--- config.mk ---
export PLATFORM = sky130hd
export DESIGN_NAME = conv_tile_scheduler_flat
export DESIGN_NICKNAME = d
export VERILOG_FILES = /design/src/rtl/systolic_pkg.sv /design/src/rtl/conv_tile_scheduler_if.sv /design/src/rtl/conv_tile_scheduler_tile_counter.sv /design/src/rtl/conv_tile_scheduler.sv /design/src/flat_wrapper.sv
export SDC_FILE = /design/constraint.sdc
export NUM_CORES = 1
export LEC_CHECK = 0
export CAP_MARGIN = 20
export CORE_MARGIN = 2
export CORE_UTILIZATION = 55
export CTS_CLUSTER_DIAMETER = 80
export DETAILED_ROUTE_END_ITERATION = 10
export PLACE_DENSITY = 0.88
export SETUP_SLACK_MARGIN = 0.5
export SLEW_MARGIN = 10
export SYNTH_ARGS = -nofsm -noshare
export SYNTH_HDL_FRONTEND = slang
export SYNTH_SLANG_ARGS = --single-unit
--- constraint.sdc ---
create_clock -name clk -period 4.6 [get_ports clk]
set_input_delay 1.38 -clock clk [delete_from_list [all_inputs] [get_ports clk]]
set_output_delay 1.38 -clock clk [all_outputs]
set_load 0.01 [all_outputs]
--- src/rtl/systolic_pkg.sv ---
// rtl/systolic_pkg.sv - shared widths, FSM states and strip-width helper for the tile scheduler
package systolic_pkg;

  localparam int DEF_SYSTOLIC_SIZE = 16;

  localparam int OFM_W  = 9;
  localparam int NF_W   = 11;
  localparam int KS_W   = 2;
  localparam int CMP_W  = 12;
  localparam int GRP_W  = 7;
  localparam int COLS_W = 5;

  typedef enum logic [2:0] {
    ST_IDLE,
    ST_ISSUE,
    ST_WAIT_FETCH,
    ST_COMPUTE,
    ST_WAIT_COMP,
    ST_ADVANCE,
    ST_DONE
  } sched_state_e;

  // Columns covered by a strip: the array width, or whatever is left of the map.
  function automatic logic [COLS_W-1:0] strip_cols(input logic [CMP_W-1:0] remaining,
                                                   input logic [CMP_W-1:0] ss);
    logic [CMP_W-1:0] m;
    m = (remaining >= ss) ? ss : remaining;
    return COLS_W'(m);
  endfunction

endpackage

--- src/rtl/conv_tile_scheduler_if.sv ---
// rtl/conv_tile_scheduler_if.sv - load/done handshake between scheduler and fetch/compute datapath
interface conv_tile_scheduler_if;

  logic ifm_load;
  logic wgt_load;
  logic ifm_done;
  logic wgt_done;
  logic compute_start;
  logic compute_done;

  modport master (
    output ifm_load, wgt_load, compute_start,
    input  ifm_done, wgt_done, compute_done
  );

  modport slave (
    input  ifm_load, wgt_load, compute_start,
    output ifm_done, wgt_done, compute_done
  );

endinterface

--- src/rtl/conv_tile_scheduler_tile_counter.sv ---
// rtl/conv_tile_scheduler_tile_counter.sv - nested row/strip/filter-group counter
// Row is innermost, then column strip, then filter group; last_tile flags the final tile.
module sched_tile_counter
  import systolic_pkg::*;
#(
  parameter int SS = DEF_SYSTOLIC_SIZE
) (
  input  logic              clk,
  input  logic              rst_n,
  input  logic              clear,
  input  logic              advance,
  input  logic [OFM_W-1:0]  ofm_size,
  input  logic [NF_W-1:0]   num_filter,
  output logic [OFM_W-1:0]  row,
  output logic [OFM_W-1:0]  col_base,
  output logic [COLS_W-1:0] cols,
  output logic [GRP_W-1:0]  group,
  output logic              first_of_group,
  output logic              last_tile
);

  localparam logic [CMP_W-1:0] SS_C = CMP_W'(SS);

  logic [OFM_W-1:0]  row_q, row_d;
  logic [OFM_W-1:0]  col_q, col_d;
  logic [COLS_W-1:0] cols_q, cols_d;
  logic [GRP_W-1:0]  grp_q, grp_d;

  logic [CMP_W-1:0] ofm_c, row_nxt, col_nxt, grp_end;
  logic             row_last, col_last, grp_last;

  assign ofm_c    = CMP_W'(ofm_size);
  assign row_nxt  = CMP_W'(row_q) + CMP_W'(1);
  assign col_nxt  = CMP_W'(col_q) + SS_C;
  assign grp_end  = (CMP_W'(grp_q) + CMP_W'(1)) * SS_C;
  assign row_last = row_nxt >= ofm_c;
  assign col_last = col_nxt >= ofm_c;
  assign grp_last = grp_end >= CMP_W'(num_filter);

  always_comb begin
    row_d  = row_q;
    col_d  = col_q;
    cols_d = cols_q;
    grp_d  = grp_q;
    if (clear) begin
      row_d  = '0;
      col_d  = '0;
      grp_d  = '0;
      cols_d = strip_cols(ofm_c, SS_C);
    end else if (advance) begin
      if (!row_last) begin
        row_d = OFM_W'(row_nxt);
      end else begin
        row_d = '0;
        if (col_last) begin
          col_d  = '0;
          cols_d = strip_cols(ofm_c, SS_C);
          grp_d  = grp_q + GRP_W'(1);
        end else begin
          col_d  = OFM_W'(col_nxt);
          cols_d = strip_cols(ofm_c - col_nxt, SS_C);
        end
      end
    end
  end

  always_ff @(posedge clk or negedge rst_n) begin
    if (!rst_n) begin
      row_q  <= '0;
      col_q  <= '0;
      cols_q <= '0;
      grp_q  <= '0;
    end else begin
      row_q  <= row_d;
      col_q  <= col_d;
      cols_q <= cols_d;
      grp_q  <= grp_d;
    end
  end

  assign row            = row_q;
  assign col_base       = col_q;
  assign cols           = cols_q;
  assign group          = grp_q;
  assign first_of_group = (row_q == '0) && (col_q == '0);
  assign last_tile      = row_last && col_last && grp_last;

endmodule

--- src/rtl/conv_tile_scheduler.sv ---
// rtl/conv_tile_scheduler.sv - per-layer tile sequencer driving IFM/weight fetch and the systolic array
// Optional SCHED_PERF_CNT_EN adds stall_cycles/busy_cycles counters.
module conv_tile_scheduler
  import systolic_pkg::*;
#(
  parameter int SYSTOLIC_SIZE = DEF_SYSTOLIC_SIZE
) (
  input  logic                  clk,
  input  logic                  rst_n,
  input  logic                  start,
  input  logic [OFM_W-1:0]      cfg_ofm_size,
  input  logic [NF_W-1:0]       cfg_num_filter,
  input  logic [KS_W-1:0]       cfg_kernel_size,
  conv_tile_scheduler_if.master dp,
  output logic [OFM_W-1:0]      tile_row,
  output logic [OFM_W-1:0]      tile_col_base,
  output logic [COLS_W-1:0]     tile_cols,
  output logic [GRP_W-1:0]      filter_group,
  output logic                  busy,
  output logic                  layer_done
`ifdef SCHED_PERF_CNT_EN
 ,output logic [31:0]           stall_cycles,
  output logic [31:0]           busy_cycles
`endif
);

  sched_state_e state_q, state_d;
  logic [OFM_W-1:0] ofm_q, ofm_d;
  logic [NF_W-1:0]  nf_q, nf_d;
  logic [KS_W-1:0]  ks_q, ks_d;
  logic             busy_q, busy_d;
  logic             ifm_flag_q, ifm_flag_d;
  logic             wgt_flag_q, wgt_flag_d;

  logic             accept, advance;
  logic             first_of_group, last_tile;
  logic [OFM_W-1:0] cnt_ofm;

  // Kernel size only shapes the address generators' walk; it is held with the layer config.
  logic ks_unused;
  assign ks_unused = ^ks_q;

  // The counter is cleared in the same cycle the config is latched, so feed it the live value.
  assign cnt_ofm = (state_q == ST_IDLE) ? cfg_ofm_size : ofm_q;

  sched_tile_counter #(.SS(SYSTOLIC_SIZE)) u_tile_counter (
    .clk            (clk),
    .rst_n          (rst_n),
    .clear          (accept),
    .advance        (advance),
    .ofm_size       (cnt_ofm),
    .num_filter     (nf_q),
    .row            (tile_row),
    .col_base       (tile_col_base),
    .cols           (tile_cols),
    .group          (filter_group),
    .first_of_group (first_of_group),
    .last_tile      (last_tile)
  );

  always_comb begin
    state_d          = state_q;
    ofm_d            = ofm_q;
    nf_d             = nf_q;
    ks_d             = ks_q;
    busy_d           = busy_q;
    ifm_flag_d       = ifm_flag_q;
    wgt_flag_d       = wgt_flag_q;
    accept           = 1'b0;
    advance          = 1'b0;
    dp.ifm_load      = 1'b0;
    dp.wgt_load      = 1'b0;
    dp.compute_start = 1'b0;
    layer_done       = 1'b0;
    case (state_q)
      ST_IDLE: begin
        if (start) begin
          accept  = 1'b1;
          ofm_d   = cfg_ofm_size;
          nf_d    = cfg_num_filter;
          ks_d    = cfg_kernel_size;
          busy_d  = 1'b1;
          state_d = ST_ISSUE;
        end
      end
      ST_ISSUE: begin
        dp.ifm_load = 1'b1;
        dp.wgt_load = first_of_group;
        ifm_flag_d  = 1'b0;
        wgt_flag_d  = !first_of_group;
        state_d     = ST_WAIT_FETCH;
      end
      ST_WAIT_FETCH: begin
        ifm_flag_d = ifm_flag_q | dp.ifm_done;
        wgt_flag_d = wgt_flag_q | dp.wgt_done;
        if (ifm_flag_d && wgt_flag_d) state_d = ST_COMPUTE;
      end
      ST_COMPUTE: begin
        dp.compute_start = 1'b1;
        state_d          = ST_WAIT_COMP;
      end
      ST_WAIT_COMP: begin
        if (dp.compute_done) state_d = ST_ADVANCE;
      end
      ST_ADVANCE: begin
        // The final tile is not stepped past, so tile outputs keep its coordinates.
        if (last_tile) begin
          state_d = ST_DONE;
        end else begin
          advance = 1'b1;
          state_d = ST_ISSUE;
        end
      end
      ST_DONE: begin
        layer_done = 1'b1;
        busy_d     = 1'b0;
        state_d    = ST_IDLE;
      end
      default: state_d = ST_IDLE;
    endcase
  end

  always_ff @(posedge clk or negedge rst_n) begin
    if (!rst_n) begin
      state_q    <= ST_IDLE;
      ofm_q      <= '0;
      nf_q       <= '0;
      ks_q       <= '0;
      busy_q     <= 1'b0;
      ifm_flag_q <= 1'b0;
      wgt_flag_q <= 1'b0;
    end else begin
      state_q    <= state_d;
      ofm_q      <= ofm_d;
      nf_q       <= nf_d;
      ks_q       <= ks_d;
      busy_q     <= busy_d;
      ifm_flag_q <= ifm_flag_d;
      wgt_flag_q <= wgt_flag_d;
    end
  end

  assign busy = busy_q;

`ifdef SCHED_PERF_CNT_EN
  logic [31:0] stall_q, stall_d;
  logic [31:0] busyc_q, busyc_d;

  always_comb begin
    stall_d = stall_q;
    busyc_d = busyc_q;
    if (accept) begin
      stall_d = '0;
      busyc_d = '0;
    end else begin
      if ((state_q == ST_WAIT_FETCH) && (stall_q != '1)) stall_d = stall_q + 32'd1;
      if (busy_q && (busyc_q != '1)) busyc_d = busyc_q + 32'd1;
    end
  end

  always_ff @(posedge clk or negedge rst_n) begin
    if (!rst_n) begin
      stall_q <= '0;
      busyc_q <= '0;
    end else begin
      stall_q <= stall_d;
      busyc_q <= busyc_d;
    end
  end

  assign stall_cycles = stall_q;
  assign busy_cycles  = busyc_q;
`endif

endmodule
--- src/flat_wrapper.sv ---
// flat-port wrapper written by rule: the top's interface ports become plain ports
module conv_tile_scheduler_flat import systolic_pkg::*;
#(
  parameter int SYSTOLIC_SIZE = DEF_SYSTOLIC_SIZE
)
  (clk, rst_n, start, cfg_ofm_size, cfg_num_filter, cfg_kernel_size, tile_row, tile_col_base, tile_cols, filter_group, busy, layer_done, dp_ifm_load, dp_wgt_load, dp_compute_start, dp_ifm_done, dp_wgt_done, dp_compute_done);
  conv_tile_scheduler_if dp_i ();
  input  logic clk;
  input  logic rst_n;
  input  logic start;
  input  logic [OFM_W-1:0] cfg_ofm_size;
  input  logic [NF_W-1:0] cfg_num_filter;
  input  logic [KS_W-1:0] cfg_kernel_size;
  output logic [OFM_W-1:0] tile_row;
  output logic [OFM_W-1:0] tile_col_base;
  output logic [COLS_W-1:0] tile_cols;
  output logic [GRP_W-1:0] filter_group;
  output logic busy;
  output logic layer_done;
  output wire logic [$bits(dp_i.ifm_load)-1:0] dp_ifm_load;
  output wire logic [$bits(dp_i.wgt_load)-1:0] dp_wgt_load;
  output wire logic [$bits(dp_i.compute_start)-1:0] dp_compute_start;
  input wire logic [$bits(dp_i.ifm_done)-1:0] dp_ifm_done;
  input wire logic [$bits(dp_i.wgt_done)-1:0] dp_wgt_done;
  input wire logic [$bits(dp_i.compute_done)-1:0] dp_compute_done;
  assign dp_ifm_load = dp_i.ifm_load;
  assign dp_wgt_load = dp_i.wgt_load;
  assign dp_compute_start = dp_i.compute_start;
  assign dp_i.ifm_done = dp_ifm_done;
  assign dp_i.wgt_done = dp_wgt_done;
  assign dp_i.compute_done = dp_compute_done;
  conv_tile_scheduler #(.SYSTOLIC_SIZE(SYSTOLIC_SIZE)) u_core (.clk(clk), .rst_n(rst_n), .start(start), .cfg_ofm_size(cfg_ofm_size), .cfg_num_filter(cfg_num_filter), .cfg_kernel_size(cfg_kernel_size), .dp(dp_i), .tile_row(tile_row), .tile_col_base(tile_col_base), .tile_cols(tile_cols), .filter_group(filter_group), .busy(busy), .layer_done(layer_done));
endmodule
==> results.md <==
- Status: finished, final reports clean
- Initial DRC count: 220
- Synthesis Warnings: 0
- Root buffer cell: clkbuf_8
- Number of global-route vias before repair: 2,692
- Syn_area_per_cell: 9.20 sq um
- Arrival time at the worst endpoint: 4140 ps
- Die height: 82.8 microns
- # setup viols final: 0
- Vias: 2,910
- Area post-placement: 3970 sq um
- Clock power share: 0.140
- Final Util: 0.692
- Worst skew pair latency: 310 ps
- WHS Path Cells: 2
- Clk slew on worst S/H paths: 90 ps
- Crit path max fanout: 5
- Multi-input gate area: 1930 sq um
- Fraction of layout cells with a size suffix above 1: 0.104
- TritonCTS Buffers: 5
- Post-Synthesis Cell Area: 3410 sq um
- DP HPWL: 5.69 mm
- Initial Util: 0.573
- Sequential share of power: 0.324
- Max frequency: 254 MHz
- Peak supply drop: 0.308 mV
- Die Width: 82.8 microns
- Antenna viol nets, final: 0
- Vias per std cell: 5.83
- Synth area leader: dfrtp_1
- Distinct cells, synth: 59
- Flip-flop and latch count after synthesis: 52
- P_sw: 981 uW
- Post-synth top area share: 0.381
- Drt first pass iters: 5
- Final count of hold timing violations: 0
- Post-Syn Instances: 371
- Async set-reset flop share out of synthesis: 1.00
- Max Cap Viol: 0
- Routed len/inst: 15.7 microns
- Gpl congestion: 0.898
- GRT Util Overall: 0.231
- Area grow syn2layout: 20.9%
- Most used flip-flop cell after synthesis: dfrtp_1
- Critical Path End Type: flip-flop
- Final slew viol count: 0
- RSZ-0062 raised after global routing: true
- Top post-synthesis cells by count: 69 x nand2_1, 52 x dfrtp_1, 26 x ha_1, 24 x inv_1, 19 x o21ai_0
- Core area: 5960 sq um
- Leakage Power: 0.00192 uW
- Most common cell in the synthesized netlist: nand2_1
- Initial antenna violation count: 0
- Reg-to-reg slack, setup: 1060 ps
- Ant. Diodes: 0
- Critical path class: in -> reg
- Die area: 6850 sq um
- GRT overflow: 0
- Post-Route WL: 7.83 mm
- IO Port Bufs: 56
- Startpoint types: input port
- Hold Crit Class: reg -> reg
- Clock Tree Buf Depth: 2
- Worst slew margin: 0.553
- Required time of the critical path: 4800 ps
- CTS tree: yes
- First-pass GRT wire length: 12.1 mm
- DRC: 0
- Register area: 1300 sq um
- Final period utilization: 0.857
- Total Power: 2290 uW
- Clk_skew: 6.52 ps
- Seq/Total Area, Yosys: 0.381
- Top-Level Pins: 63
- EDFF count, synth: 0
- Worst Max-Slew Pin Slew: 670 ps
- Nets: 477
- Final Critical Period: 3940 ps
- Power Density: 555 nW/um^2
- Synth area leaders: dfrtp_1 38%, ha_1 9.5%, nand2_1 7.6%, mux2_2 4.6%, mux2i_1 2.9%
- H-tree Lvls: 2
- Largest net degree at the start of global routing: 35
- Sw Share: 0.429
- Post-route cell area: 4120 sq um
- TNS Setup: 0 ps
- Pint: 1310 uW
- Clock Sinks: 52
- Filler Cell Count: 444
- Combinational group share of total power: 0.536
- Worst r2r path cells: 9
- Row count: 28
[repair_timing]
action,4_1_cts,5_1_grt
gates resized for setup,0,3
hold buffers,0,0
endpoints found under the setup margin,0,24
buffers inserted,0,2
[area by class of cell]
class                   instances  area share
flip-flops and latches         52       0.316
clock buffers                   5      0.0167
inverters                      24      0.0218
clock inverters                 3      0.0103
multi-input cells             278       0.467
well taps                      75      0.0228
repair buffers                 62       0.146
[metrics by stage]
stage / setup WS (ps) / hold WS, ps / instances
4_1_cts: 521 / 484 / 496
2_1_floorplan: 880 / 445 / 374
3_5_place_dp: 218 / 461 / 488
5_1_grt: 498 / 499 / 499
6_report: 656 / 485 / 499
3_3_place_gp: 267 / 457 / 488
[layout by cell type (no fill, tap or decap), types with 2 or more instances in the layout]
cell and count:
nand2_1 69, clkdlybuf4s50_1 55, dfrtp_1 52, ha_1 26
inv_1 24, o21ai_0 19, nand3_1 16, mux2_2 14
a21oi_1 12, mux2i_1 10, xnor2_1 10, nor2_1 8
and2_1 8, nor3_1 6, buf_4 6, xor2_1 5
nor4_1 5, o22ai_1 5, clkbuf_8 5, nor4b_1 4
and3_1 4, o31ai_1 4, conb_1 4, nand4_1 3
o211ai_1 3, a211o_1 3, or3_1 3, o31a_1 2
or2_2 2, nand2b_1 2, nor3b_1 2, o21a_1 2
nor2b_1 2, a31oi_4 2
[sequential cells by signal, summed over array words and instances, names as in the netlist]
register                        flops
u_core.nf_q                        11
u_core.ofm_q                        9
u_core.busy                         1
u_core.u_tile_counter.group         7
u_core.u_tile_counter.cols          5
u_core.wgt_flag_q                   1
u_core.u_tile_counter.col_base      5
u_core.state_q                      3
u_core.ifm_flag_q                   1
u_core.u_tile_counter.row           9
[power by group through the flow]
stage	logic (uW)	registers (uW)	clock network, uW
after global placement	1110	738	0
final	1230	743	320
after detailed placement	1160	749	0
after global routing	1360	765	340
after floorplan	890	704	0
after CTS	1170	741	323
[routing by layer]
metal,routed length (microns),vias up,global-route usage
met5,0,-,0
met4,107,0,0.0787
met3,369,11,0.0391
met2,3930,86,0.395
met1,3430,1412,0.295
li1,-,1401,-
[kinds of logic after synthesis]
| group | share of synthesized area |
|---|---|
| AOI/OAI and AO/OA | 0.140 |
| xor gates and xnor gates | 0.0385 |
| adders and majority gates | 0.0953 |
| buffers and inverters | 0.0649 |
| DFF | 0.381 |
| muxes | 0.0755 |
| other | 0.00110 |
| and+or+nand+nor | 0.203 |
[worst max-delay path, cell delays in order]
cell and delay [ps]:
clkdlybuf4s50_1 430, nor4b_1 160, or2_2 340, ha_1 300, nor3_1 200, o21ai_0 140, a21oi_2 270, o21ai_2 200
a31oi_4 350, mux2_2 380
[worst paths after layout]
path / startpoint / end
worst min register to register: u_core.ofm_q[8]$_DFFE_PN0P_ / u_core.ofm_q[8]$_DFFE_PN0P_
min in group asynchronous: rst_n / u_core.ofm_q[5]$_DFFE_PN0P_
worst max register to register: u_core.state_q[1]$_DFFE_PN0P_ / u_core.u_tile_counter.cols[2]$_DFFE_PN0P_
worst min-delay path: u_core.ofm_q[8]$_DFFE_PN0P_ / u_core.ofm_q[8]$_DFFE_PN0P_
max in group asynchronous: rst_n / u_core.nf_q[6]$_DFFE_PN0P_
worst max-delay path: cfg_ofm_size[4] / u_core.u_tile_counter.cols[2]$_DFFE_PN0P_
Note: power is estimated with default switching activity, not from simulation.
